<file path="src/rtl/seq_playback_ctrl_pkg.sv">
// seq_playback_ctrl_pkg: shared playback states, sizes and symbol-to-LED decode
package seq_playback_ctrl_pkg;
    localparam int DEPTH_DEF = 10;
    localparam int SYM_W_DEF = 2;
    typedef enum logic [2:0] {IDLE, FETCH, WAIT_DATA, ON, GAP, DONE} play_state_t;
    typedef logic [SYM_W_DEF-1:0] sym_t;
    // sized for symbols up to 4 bits; callers truncate to their LED width
    function automatic logic [15:0] onehot(input logic [3:0] s);
        return 16'(1) << s;
    endfunction
endpackage

</file>
<file path="src/rtl/seq_playback_ctrl_if.sv">
// seq_playback_ctrl_if: game-FSM / RAM / LED signals of the playback sequencer
interface seq_playback_ctrl_if #(parameter int SYM_W = 2);
    logic               start;
    logic               abort;
    logic [3:0]         seq_len;
    logic [3:0]         mem_addr;
    logic [SYM_W-1:0]   mem_data;
    logic [2**SYM_W-1:0] led;
    logic               busy;
    logic               done;
    logic [3:0]         cur_idx;
    modport master (output start, abort, seq_len, mem_data, input mem_addr, led, busy, done, cur_idx);
    modport slave  (input start, abort, seq_len, mem_data, output mem_addr, led, busy, done, cur_idx);
endinterface

</file>
<file path="src/rtl/seq_playback_ctrl_tick_prescaler.sv">
// tick_prescaler: one-cycle tick every TICK_DIV clocks, restartable by clr
module tick_prescaler #(
    parameter int TICK_DIV = 1
) (
    input  logic CLOCK_50,
    input  logic reset_n,
    input  logic clr,
    output logic tick
);
    localparam int CW = TICK_DIV > 1 ? $clog2(TICK_DIV) : 1;
    logic [CW-1:0] cnt_q, cnt_d;
    assign tick = cnt_q == CW'(TICK_DIV - 1);
    always_comb cnt_d = (clr || tick) ? '0 : cnt_q + 1'b1;
    always_ff @(posedge CLOCK_50 or negedge reset_n)
        if (!reset_n) cnt_q <= '0;
        else          cnt_q <= cnt_d;
endmodule

</file>
<file path="src/rtl/seq_playback_ctrl.sv">
// seq_playback_ctrl: plays the stored pattern newest-first on one-hot LEDs
module seq_playback_ctrl
    import seq_playback_ctrl_pkg::*;
#(
    parameter int DEPTH     = DEPTH_DEF,
    parameter int SYM_W     = SYM_W_DEF,
    parameter int ON_TICKS  = 2,
    parameter int OFF_TICKS = 1,
    parameter int TICK_DIV  = 1
) (
    input logic CLOCK_50,
    input logic reset_n,
    seq_playback_ctrl_if.slave bus
);
    localparam int LW = 2**SYM_W;
    localparam int DW = $clog2((ON_TICKS > OFF_TICKS ? ON_TICKS : OFF_TICKS) + 1);
    localparam logic [3:0] LAST = 4'(DEPTH - 1);
    play_state_t state_q, state_d;
    logic [3:0] k_q, k_d, len_q, len_d, addr_q, addr_d, len_clamp;
    logic [SYM_W-1:0] sym_q, sym_d;
    logic [DW-1:0] dur_q, dur_d;
    logic tick, clr, dur_end;
    tick_prescaler #(.TICK_DIV(TICK_DIV)) u_tick (
        .CLOCK_50(CLOCK_50), .reset_n(reset_n), .clr(clr), .tick(tick)
    );
    assign len_clamp = ({1'b0, bus.seq_len} > 5'(DEPTH)) ? 4'(DEPTH) : bus.seq_len;
    assign dur_end = tick && dur_q == DW'((state_q == ON ? ON_TICKS : OFF_TICKS) - 1);
    // prescaler and duration counter restart on every state change
    assign clr = state_d != state_q;
    always_comb begin
        state_d = state_q;
        k_d = k_q;
        len_d = len_q;
        sym_d = sym_q;
        if (bus.abort) state_d = IDLE;
        else case (state_q)
            IDLE: if (bus.start) begin
                k_d = '0;
                len_d = len_clamp;
                state_d = bus.seq_len == '0 ? DONE : FETCH;
            end
            FETCH: state_d = WAIT_DATA;
            WAIT_DATA: begin
                sym_d = bus.mem_data;
                state_d = ON;
            end
            ON: state_d = dur_end ? GAP : ON;
            GAP: if (dur_end) begin
                state_d = (k_q + 4'd1 == len_q) ? DONE : FETCH;
                k_d = (k_q + 4'd1 == len_q) ? k_q : k_q + 4'd1;
            end
            DONE: state_d = IDLE;
            default: state_d = IDLE;
        endcase
        addr_d = (state_d == FETCH && state_q != FETCH) ? LAST - k_d : addr_q;
        dur_d = clr ? '0 : dur_q + DW'(tick);
    end
    always_ff @(posedge CLOCK_50 or negedge reset_n)
        if (!reset_n) begin
            state_q <= IDLE;
            k_q <= '0;
            len_q <= '0;
            sym_q <= '0;
            addr_q <= '0;
            dur_q <= '0;
        end else begin
            state_q <= state_d;
            k_q <= k_d;
            len_q <= len_d;
            sym_q <= sym_d;
            addr_q <= addr_d;
            dur_q <= dur_d;
        end
    assign bus.led = (state_q == ON) ? LW'(onehot(4'(sym_q))) : '0;
    assign bus.busy = state_q != IDLE;
    assign bus.done = state_q == DONE;
    assign bus.mem_addr = addr_q;
    assign bus.cur_idx = k_q;
endmodule

</file>
<file path="src/flat_wrapper.sv">
// flat-port wrapper written by rule: the top's interface ports become plain ports
module seq_playback_ctrl_flat import seq_playback_ctrl_pkg::*;
#(
    parameter int DEPTH     = DEPTH_DEF,
    parameter int SYM_W     = SYM_W_DEF,
    parameter int ON_TICKS  = 2,
    parameter int OFF_TICKS = 1,
    parameter int TICK_DIV  = 1
)
  (CLOCK_50, reset_n, bus_start, bus_abort, bus_seq_len, bus_mem_data, bus_mem_addr, bus_led, bus_busy, bus_done, bus_cur_idx);
  seq_playback_ctrl_if #(.SYM_W(SYM_W)) bus_i ();
  input logic CLOCK_50;
  input logic reset_n;
  input wire logic [$bits(bus_i.start)-1:0] bus_start;
  input wire logic [$bits(bus_i.abort)-1:0] bus_abort;
  input wire logic [$bits(bus_i.seq_len)-1:0] bus_seq_len;
  input wire logic [$bits(bus_i.mem_data)-1:0] bus_mem_data;
  output wire logic [$bits(bus_i.mem_addr)-1:0] bus_mem_addr;
  output wire logic [$bits(bus_i.led)-1:0] bus_led;
  output wire logic [$bits(bus_i.busy)-1:0] bus_busy;
  output wire logic [$bits(bus_i.done)-1:0] bus_done;
  output wire logic [$bits(bus_i.cur_idx)-1:0] bus_cur_idx;
  assign bus_i.start = bus_start;
  assign bus_i.abort = bus_abort;
  assign bus_i.seq_len = bus_seq_len;
  assign bus_i.mem_data = bus_mem_data;
  assign bus_mem_addr = bus_i.mem_addr;
  assign bus_led = bus_i.led;
  assign bus_busy = bus_i.busy;
  assign bus_done = bus_i.done;
  assign bus_cur_idx = bus_i.cur_idx;
  seq_playback_ctrl #(.DEPTH(DEPTH), .SYM_W(SYM_W), .ON_TICKS(ON_TICKS), .OFF_TICKS(OFF_TICKS), .TICK_DIV(TICK_DIV)) u_core (.CLOCK_50(CLOCK_50), .reset_n(reset_n), .bus(bus_i));
endmodule
</file>
<file path="config.mk">
export PLATFORM = sky130hd
export DESIGN_NAME = seq_playback_ctrl_flat
export DESIGN_NICKNAME = d
export VERILOG_FILES = /design/src/rtl/seq_playback_ctrl_pkg.sv /design/src/rtl/seq_playback_ctrl_if.sv /design/src/rtl/seq_playback_ctrl_tick_prescaler.sv /design/src/rtl/seq_playback_ctrl.sv /design/src/flat_wrapper.sv
export SDC_FILE = /design/constraint.sdc
export NUM_CORES = 1
export LEC_CHECK = 0
export ABC_AREA = 1
export BUFFER_PORTS_ARGS = -buffer_cell sky130_fd_sc_hd__buf_2
export CAP_MARGIN = 20
export CORE_ASPECT_RATIO = 1.5
export CORE_UTILIZATION = 49
export DETAILED_ROUTE_END_ITERATION = 6
export GPL_ROUTABILITY_DRIVEN = 0
export PLACE_DENSITY = 0.77
export SLEW_MARGIN = 20
export SYNTH_ARGS = -nofsm -noshare
export SYNTH_HDL_FRONTEND = slang
export SYNTH_SLANG_ARGS = --single-unit
</file>
<file path="constraint.sdc">
create_clock -name CLOCK_50 -period 1.9 [get_ports CLOCK_50]
set_input_delay 0.475 -clock CLOCK_50 [delete_from_list [all_inputs] [get_ports CLOCK_50]]
set_output_delay 0.475 -clock CLOCK_50 [all_outputs]
set_load 0.01 [all_outputs]
</file>
==> metrics.yaml <==
area_growth_syn_to_layout_pct: 39.56
max_freq_ghz: 0.4506
synthXorXnorAreaFrac_pct: 2.021
grt_start_max_net_pins: 21
max-clock-path-buffers: 2
clk_pin_slew_ns: 0.11
insertion_delay_ns: 0.30
cts_buffers: 3
dieWidth_um: 44.06
finalPower_w: 0.001941
synth_compound_area_share_pct: 7.411
finalMaxSlewViolations: 0
synth_top_family_by_area: "simple AND/OR/NAND/NOR gates"
finalHoldViolations: 0
via_per_inst: 5.287
io_pins: 24
drcViolationCount: 0
grt_pass1_vias: 1283
crit_top_cell: "nand2_2"
status: "complete, but fails checks"
dpl_worst_slack_ns: -0.2530
synth_ff_type: "dfrtp_1"
fin_ws_ns: -0.3194
ys_seq_elements: 20
power_density_nw_per_um2: 1070
syn_inst: 179
start_util_pct: 52.47
worstRegToRegCells: 16
dieArea_um2: 2867
cts.sinks: 20
rrSetupSlack_ns: -0.32
grt_util_met3_pct: 2.507
cp_slowest_cell: "dfrtp_2"
synth.cell_area_um2: 1300
start_kind: "flip-flop"
syn-num-nets: 192
top_usage_layer: "met2"
cp.arrival_ns: 2.43
grt_overflow: 0
min_path_type: "in2async"
crit_family: "simple AND/OR/NAND/NOR gates"
core_um2: 2477
synth.area.mux_share_pct: 0
synthArstFlopShare_pct: 100.0
postRouteAntennaNets: 0
met1_usage_pct: 24.64
dr.pass1.iters: 4
final_cell_area_um2: 1814
antenna_found_initial: 0
layout-drive-gt1-share_pct: 46.96
critPathMaxStageDelay_ns: 0.46
wl_per_cell_um: 13.20
setup_violations: 9
antenna_cells: 0
htree_num_levels: 1
crit_buf_inv: 2
crit_path_end_kind: "flip-flop"
r2r_start: "u_core.bus.cur_idx[0]"
dpl-instance-area_um2: 1613
die_h_um: 65.09
placementRows: 22
ys_seq_area_share_pct: 38.50
avgSynthCellArea_um2: 7.263
synth-edff-count: 0
finalNetCount: 244
drt-total-wl_um: 3354
ys_types: 28
drt_first_iter_violations: 28
gr-usage-met2_pct: 43.75
grt_usage_pct: 23.93
yosys.area_share.simple_pct: 38.59
clock-root-buffer: "clkbuf_4"
path_class: "reg2reg"
yosys_warnings: 0
failed_checks: "negative setup slack"
grt_pass1_wl_um: 5119
fin_crit_ns: 2.219
rsz0062_at_grt: "yes"
power.leakage_nw: 0.9843
cp.required_ns: 2.11
port_buffers: 23
cap_violations: 0
vias: 1343
synth-adder-area-share_pct: 2.887
cts_hold_buffers: 0
worst-path-max-fanout: 5
cts_tree: "yes"
r2r_end: "u_core.bus.mem_addr[3]"
skew_ns: 0.004841
peakVddDrop_v: 0.0006857
cp_cell_sequence: "ha_4 -> xnor2_2 -> nand2_1 -> nor2_2 -> nand2_2 -> nand2_4 -> nand2_2 -> nand2_2 -> o21ai_2 -> a22oi_2 -> inv_2 -> ha_4 -> inv_2 -> nand3_2 -> nand3_2 -> nand2_1"
period_share_pct: 116.8
dp_hpwl_um: 2523
[power by group]
group	internal [W]	switching, W
clock network	0.000213	0.000133
registers	0.000542	0.000110
logic	0.000418	0.000524
total	0.00117	0.000767
[flip-flops by register name (all words and copies together) (netlist names)]
register / count
u_core.u_tick.cnt_q: 1
u_core.state_q: 3
u_core.len_q: 4
u_core.sym_q: 2
u_core.bus.cur_idx: 4
u_core.bus.mem_addr: 4
u_core.dur_q: 2
[worst reg2reg max path, cell delays in order, from the launching register on]
cell and delay (ns):
dfrtp_2 0.46, ha_4 0.29, xnor2_2 0.11, nand2_1 0.09
nor2_2 0.14, nand2_2 0.09, nand2_4 0.11, nand2_2 0.05
nand2_2 0.06, o21ai_2 0.05, a22oi_2 0.22, inv_2 0.08
ha_4 0.17, inv_2 0.05, nand3_2 0.07, nand3_2 0.06
nand2_1 0.04
[layout make-up]
type	instances	area, um^2
clock inverters	1	30.03
flip-flops and latches	20	503.0
fillers	203	663.1
well taps	24	30.03
repair buffers	47	306.5
multi-input cells	125	782.0
clock buffers	3	22.52
inverters	34	140.1
[worst max path at each step]
stage / start / end / slack [ns] / cells after the start
3_3_place_gp: u_core.bus.cur_idx[1] / u_core.bus.mem_addr[3] / -0.12 / 16
4_1_cts: u_core.bus.cur_idx[0] / u_core.bus.mem_addr[3] / -0.23 / 16
3_5_place_dp: u_core.bus.cur_idx[0] / u_core.bus.mem_addr[3] / -0.25 / 16
2_1_floorplan: u_core.bus.cur_idx[0] / u_core.bus.mem_addr[3] / -0.15 / 16
5_1_grt: u_core.bus.cur_idx[0] / u_core.bus.mem_addr[3] / -0.43 / 16
6_report: u_core.bus.cur_idx[0] / u_core.bus.mem_addr[3] / -0.32 / 16
[per-layer routing]
layer  routed length (um)  share of wire (%)  up-vias
met5                    0                  0        -
met4                  131                3.9        0
met3                   81                2.4       14
met2                 1864                 56       32
met1                 1276                 38      633
li1                     -                  -      664
[cells in the mapped netlist, types with 3 or more instances]
master   instances  area [um^2]
xnor2_1          3        26.28
nand2_1         50        187.7
nor2_2           3        18.77
dfrtp_1         20        500.5
o21ai_1          3        15.01
ha_1             3        37.54
inv_1           24        90.09
nand3_2          3        30.03
nand3_1         13        65.06
nand4_1          4        25.02
nor3_1           5        25.02
inv_2            7        26.28
nor2_1          15        56.30
nand2_2          5        31.28
a21oi_1          4        20.02
[stage by stage]
| stage | utilization, % | hold slack [ns] | TNS, ns | std cells |
|---|---|---|---|---|
| 4_1_cts | 69.19 | 0.1015 | -1.057 | 250 |
| 3_3_place_gp | 65.10 | 0.4397 | -0.1947 | 244 |
| 6_report | 73.23 | 0.09730 | -1.614 | 254 |
| 3_5_place_dp | 65.10 | 0.4453 | -0.5109 | 244 |
| 2_1_floorplan | - | 0.1794 | -0.2607 | 179 |
| 5_1_grt | 73.23 | 0.1221 | -2.870 | 254 |
[logic make-up after synthesis]
family                     after synthesis
and+or+nand+nor                        103
AOI/OAI and AO/OA                       15
DFF                                     20
adders and majority gates                3
buffers and inverters                   34
other                                    1
xor gates and xnor gates                 3
[repair_timing]
item                                    in CTS  in global routing
endpoints found under the setup margin       6                 14
resized for setup                           10                 21
pin swaps                                    4                 11
setup buffers                                2                  4
[placed cells by master, fill, tap and decap left out, drive strengths merged, types with 2 or more instances in the layout]
cell / count
a21oi: 5
a31oi: 2
buf: 47
clkbuf: 3
clkinv: 2
dfrtp: 20
ha: 3
inv: 32
nand2: 57
nand3: 17
nand4: 4
nor2: 20
nor3: 5
o211ai: 2
o21ai: 4
xnor2: 3
(Power assumes the default switching activity.)
